==> src/rtl/mmio_bridge.sv <==
// Processor IO bus to MMIO slot bus bridge: decodes one IO transaction into a
// single-cycle access on one of 32 slots and returns a one-cycle ready/response.
module mmio_bridge #(
    parameter logic [7:0] BRIDGE_BASE = 8'hC0
) (
    input  logic          clk,
    input  logic          reset,
    input  logic          io_addr_strobe,
    input  logic          io_read_strobe,
    input  logic          io_write_strobe,
    input  logic [31:0]   io_address,
    input  logic [3:0]    io_byte_enable,
    input  logic [31:0]   io_write_data,
    output logic [31:0]   io_read_data,
    output logic          io_ready,
    output logic          io_err,
    output logic [31:0]   slot_cs,
    output logic          slot_read,
    output logic          slot_write,
    output logic [4:0]    slot_addr,
    output logic [31:0]   slot_wr_data,
    input  logic [1023:0] slot_rd_data
);

    typedef enum logic [1:0] {
        IDLE,
        ACCESS,
        RESP
    } state_t;

    state_t      state_q, state_d;

    logic [4:0]  req_slot_q, req_slot_d;
    logic        req_read_q, req_read_d;
    logic        req_err_q, req_err_d;

    logic [31:0] slot_cs_q, slot_cs_d;
    logic        slot_read_q, slot_read_d;
    logic        slot_write_q, slot_write_d;
    logic [4:0]  slot_addr_q, slot_addr_d;
    logic [31:0] slot_wr_data_q, slot_wr_data_d;
    logic        io_ready_q, io_ready_d;
    logic        io_err_q, io_err_d;
    logic [31:0] io_read_data_q, io_read_data_d;

    logic        req_err;
    logic [4:0]  req_slot;
    logic [31:0] slot_rd_word;
    logic        unused_addr_bits;

    assign unused_addr_bits = ^{io_address[23:12], io_address[1:0]};

    assign req_slot = io_address[11:7];

    // Strobe pair must be exactly one-hot; writes must cover the full word.
    assign req_err = (io_address[31:24] != BRIDGE_BASE)
                  || (io_read_strobe == io_write_strobe)
                  || (io_write_strobe && (io_byte_enable != 4'hF));

    assign slot_rd_word = slot_rd_data[{req_slot_q, 5'd0} +: 32];

    always_comb begin
        state_d        = state_q;
        req_slot_d     = req_slot_q;
        req_read_d     = req_read_q;
        req_err_d      = req_err_q;
        slot_cs_d      = '0;
        slot_read_d    = 1'b0;
        slot_write_d   = 1'b0;
        slot_addr_d    = '0;
        slot_wr_data_d = '0;
        io_ready_d     = 1'b0;
        io_err_d       = 1'b0;
        io_read_data_d = '0;

        unique case (state_q)
            IDLE: begin
                if (io_addr_strobe) begin
                    state_d    = ACCESS;
                    req_slot_d = req_slot;
                    req_read_d = io_read_strobe;
                    req_err_d  = req_err;
                    if (!req_err) begin
                        slot_cs_d      = 32'd1 << req_slot;
                        slot_read_d    = io_read_strobe;
                        slot_write_d   = io_write_strobe;
                        slot_addr_d    = io_address[6:2];
                        slot_wr_data_d = io_write_data;
                    end
                end
            end
            ACCESS: begin
                state_d    = RESP;
                io_ready_d = 1'b1;
                io_err_d   = req_err_q;
                if (!req_err_q && req_read_q) begin
                    io_read_data_d = slot_rd_word;
                end
            end
            RESP: begin
                state_d = IDLE;
            end
            default: begin
                state_d = IDLE;
            end
        endcase
    end

    always_ff @(posedge clk) begin
        if (!reset) begin
            state_q        <= IDLE;
            req_slot_q     <= '0;
            req_read_q     <= 1'b0;
            req_err_q      <= 1'b0;
            slot_cs_q      <= '0;
            slot_read_q    <= 1'b0;
            slot_write_q   <= 1'b0;
            slot_addr_q    <= '0;
            slot_wr_data_q <= '0;
            io_ready_q     <= 1'b0;
            io_err_q       <= 1'b0;
            io_read_data_q <= '0;
        end else begin
            state_q        <= state_d;
            req_slot_q     <= req_slot_d;
            req_read_q     <= req_read_d;
            req_err_q      <= req_err_d;
            slot_cs_q      <= slot_cs_d;
            slot_read_q    <= slot_read_d;
            slot_write_q   <= slot_write_d;
            slot_addr_q    <= slot_addr_d;
            slot_wr_data_q <= slot_wr_data_d;
            io_ready_q     <= io_ready_d;
            io_err_q       <= io_err_d;
            io_read_data_q <= io_read_data_d;
        end
    end

    assign slot_cs      = slot_cs_q;
    assign slot_read    = slot_read_q;
    assign slot_write   = slot_write_q;
    assign slot_addr    = slot_addr_q;
    assign slot_wr_data = slot_wr_data_q;
    assign io_ready     = io_ready_q;
    assign io_err       = io_err_q;
    assign io_read_data = io_read_data_q;

endmodule

==> config.mk <==
export PLATFORM = sky130hd
export DESIGN_NAME = mmio_bridge
export DESIGN_NICKNAME = d
export VERILOG_FILES = /design/src/rtl/mmio_bridge.sv
export SDC_FILE = /design/constraint.sdc
export NUM_CORES = 1
export LEC_CHECK = 0
export ABC_AREA = 1
export CAP_MARGIN = 10
export CORE_AREA = 4 4 464 466
export DETAILED_ROUTE_END_ITERATION = 6
export DIE_AREA = 0 0 468 470
export DONT_BUFFER_PORTS = 1
export PLACE_DENSITY = 0.3
export SLEW_MARGIN = 10
export SYNTH_ARGS = -nofsm -noshare
export SYNTH_HDL_FRONTEND = slang
export SYNTH_SLANG_ARGS = --single-unit
==> constraint.sdc <==
create_clock -name clk -period 3 [get_ports clk]
set_input_delay 0.6 -clock clk [delete_from_list [all_inputs] [get_ports clk]]
set_output_delay 0.6 -clock clk [all_outputs]
set_load 0.05 [all_outputs]
==> results_dict.tcl <==
set metrics [dict create \
    p_leak_nw 7.18 \
    critPathKind "register to register" \
    cp.required_ns 3.39 \
    routedWlPerCell_um 29.9 \
    cts_setup_buffers 0 \
    ys_seq_elements 114 \
    dp_hpwl_um 144000 \
    switching_share_pct 50.9 \
    drt_iter0_drc 1276 \
    synth_top_family_by_area "simple AND/OR/NAND/NOR gates" \
    cp-start-kind "register" \
    cts_made_buffers 17 \
    ys_seq_area_share_pct 16.8 \
    area_growth_pct 31.2 \
    clock.fmax_ghz 0.371 \
    syn_area_per_cell_um2 4.94 \
    outcome "complete, no violations" \
    grt_max_degree 115 \
    setup_viol 0 \
    maxCapViolCount 0 \
    yosysMostFrequentCell "nand2_1" \
    post-route-period-util_pct 89.8 \
    finalWorstSetupSlack_ns 0.307 \
    hold_viol 0 \
    clockBufferDepth 2 \
    vdd_drop_max_mv 0.469 \
    root_buffer "clkbuf_16" \
    dp_slack_ns 0.284 \
    syn_inst 2754 \
    drive_above_1_share_pct 6.17 \
    start_util_pct 6.44 \
    ys_top_cells_by_count "nand2_1, nand3_1, nor2_1" \
    drv_slew 0 \
    htreeDepth 4 \
    cts_tree "built" \
    skew_ns 0.0169 \
    end_kind "register" \
    seq_area_um2 2300 \
    synthFlopType "dfxtp_1" \
    grt_pass1_vias 18900 \
    synth_fp_nets 3851 \
    r2r_cells 9 \
    cp_data_arrival_time_ns 3.08 \
    p_seq_share_pct 21.5 \
    die_w_um 468 \
    grt-ovfl-total 0 \
    synth-adder-area-share_pct 0 \
    grt_pass1_wl_um 201000 \
    postRouteAntennaNets 0 \
    p_int_mw 3.60 \
    hold_ws_ns 0.198 \
    synth_largest_area_cell "nand2_1" \
    r2r_start "req_slot_q[1]" \
    grt_antenna_before_repair 103 \
    grt_usage_pct 14.2 \
    cp-startpoint "req_slot_q[1]" \
    worst_slew_pin_slew_ns 0.964 \
    totalWireLength_um 165000 \
    synthXorXnorAreaFrac_pct 0 \
    die_area_um2 220000 \
    multi_input_area_um2 9980 \
    clk_pin_slew_ns 0.08 \
    rows 169 \
    post_cts_resized 0 \
    synth_compound_area_share_pct 3.68 \
    finalCriticalPeriod_ns 2.69 \
    maxSlewHeadroom_pct 35.5 \
    netlist_top_cells_area "nand2_1, nand3_1, dfxtp_1, nor2_1, buf_2" \
    cp_max_fo 47 \
    min-delay-start "io_write_data[17]" \
    nNetsFinal 3741 \
    power_frac_comb_pct 48.0 \
    routabilityCongestion 0.903 \
    hold_path_depth 2 \
    async_flop_share_pct 0 \
    hold_buffers 0 \
    yosys_warnings 0 \
    cts_num_sinks 114 \
    port_buffers 0 \
    remaining_drc_errors 0 \
    p_per_area_nw_per_um2 410 \
    tns_ns 0 \
    io_pins 1202 \
    p_sw_mw 3.73 \
    vias_per_cell 3.45 \
    drtPass1Iterations 7 \
    core_area_um2 211000 \
    routed-via-count 19100 \
    muxShareOfSynthArea_pct 0 \
    rsz0062_at_grt "false" \
    synth_edf_count 0 \
    synth.distinct_cells 25 \
    hold_path.class "input port to register" \
    clkPwrFrac_pct 30.6 \
    synth_simple_gate_area_share_pct 69.6 \
    netlist_area_um2 13600 \
    clock_latency_ns 0.50 \
    yosys.area.top_type_share_pct 34.7 \
    die_h_um 470 \
    fillers 25400 \
]
state kept, by name, summed over array words and instances (netlist names), 2 cells and up:
signal,count
slot_wr_data,32
slot_cs,32
slot_addr,5
state_q,2
io_read_data,32
req_slot_q,5
final cells by class:
class | instances | area share (%)
clock buffer | 17 | 2.38
antenna | 39 | 0.546
timing repair buffer | 105 | 6.37
tap | 2821 | 19.8
inverter | 54 | 1.32
sequential | 114 | 12.9
clock inverter | 15 | 0.903
multi-input combinational | 2352 | 55.8
power groups by stage:
stage               Sequential [mW]  Clock, mW  Combinational, mW
floorplan                      1.58          0               1.83
global placement               1.61          0               3.70
detailed placement             1.61          0               3.70
CTS                            1.57       2.38               3.71
global route                   1.57       2.40               3.90
finish                         1.57       2.24               3.52
per-stage QoR:
| stage | power [mW] | area, um2 | instances | utilization (%) |
|---|---|---|---|---|
| after global routing | 7.88 | 17800 | 5500 | 8.44 |
| after CTS | 7.66 | 17800 | 5478 | 8.41 |
| after floorplan | 3.42 | 13600 | 2754 | - |
| final | 7.33 | 17900 | 5517 | 8.46 |
| after detailed placement | 5.31 | 17200 | 5446 | 8.13 |
| after global placement | 5.31 | 17200 | 5446 | 8.13 |
routing by layer:
layer  GRT usage [%]  part of all wire [%]  vias up
met5               0                  0.20        -
met4            4.24                   3.7       46
li1                -                     -     8679
met2            25.6                    49     1157
met1            16.3                    39     8924
met3            3.64                   8.1      246
layout by cell type, fill, tap and decap left out, types with 2 or more instances in the layout:
| cell type | n |
|---|---|
| a21oi_1 | 12 |
| buf_12 | 28 |
| buf_4 | 77 |
| clkbuf_16 | 17 |
| clkinv_4 | 3 |
| dfxtp_1 | 109 |
| dfxtp_4 | 4 |
| diode_2 | 39 |
| inv_1 | 47 |
| inv_2 | 3 |
| inv_4 | 2 |
| inv_6 | 4 |
| inv_8 | 7 |
| nand2_1 | 1258 |
| nand3_1 | 693 |
| nand4_1 | 19 |
| nor2_1 | 265 |
| nor2_2 | 2 |
| nor2_4 | 10 |
| o21ai_0 | 60 |
| o21ai_1 | 28 |
critical path, stage by stage (launching register included):
cell     delay (ns)
dfxtp_4        0.43
inv_8          0.27
buf_12         0.27
nand3_1        0.42
nand3_1        0.42
nand2_1        0.18
nand2_1        0.20
nand3_1        0.10
nand2_1        0.08
nor2_1         0.04
cells by family (layout without fill, tap and decap cells):
| group | count (synthesis) | in the layout |
|---|---|---|
| other cells | 0 | 39 |
| flops | 114 | 114 |
| simple gates | 2252 | 2252 |
| compound gates | 100 | 100 |
| buf+inv | 288 | 191 |
path summary, 6_finish.rpt:
| check | end | slack [ns] |
|---|---|---|
| setup reg to reg | io_read_data[28] | 0.31 |
| setup / recovery | io_read_data[28] | 0.31 |
| hold / removal | slot_wr_data[17] | 0.20 |
| hold reg to reg | io_err | 0.50 |
(Power assumes the default switching activity.)
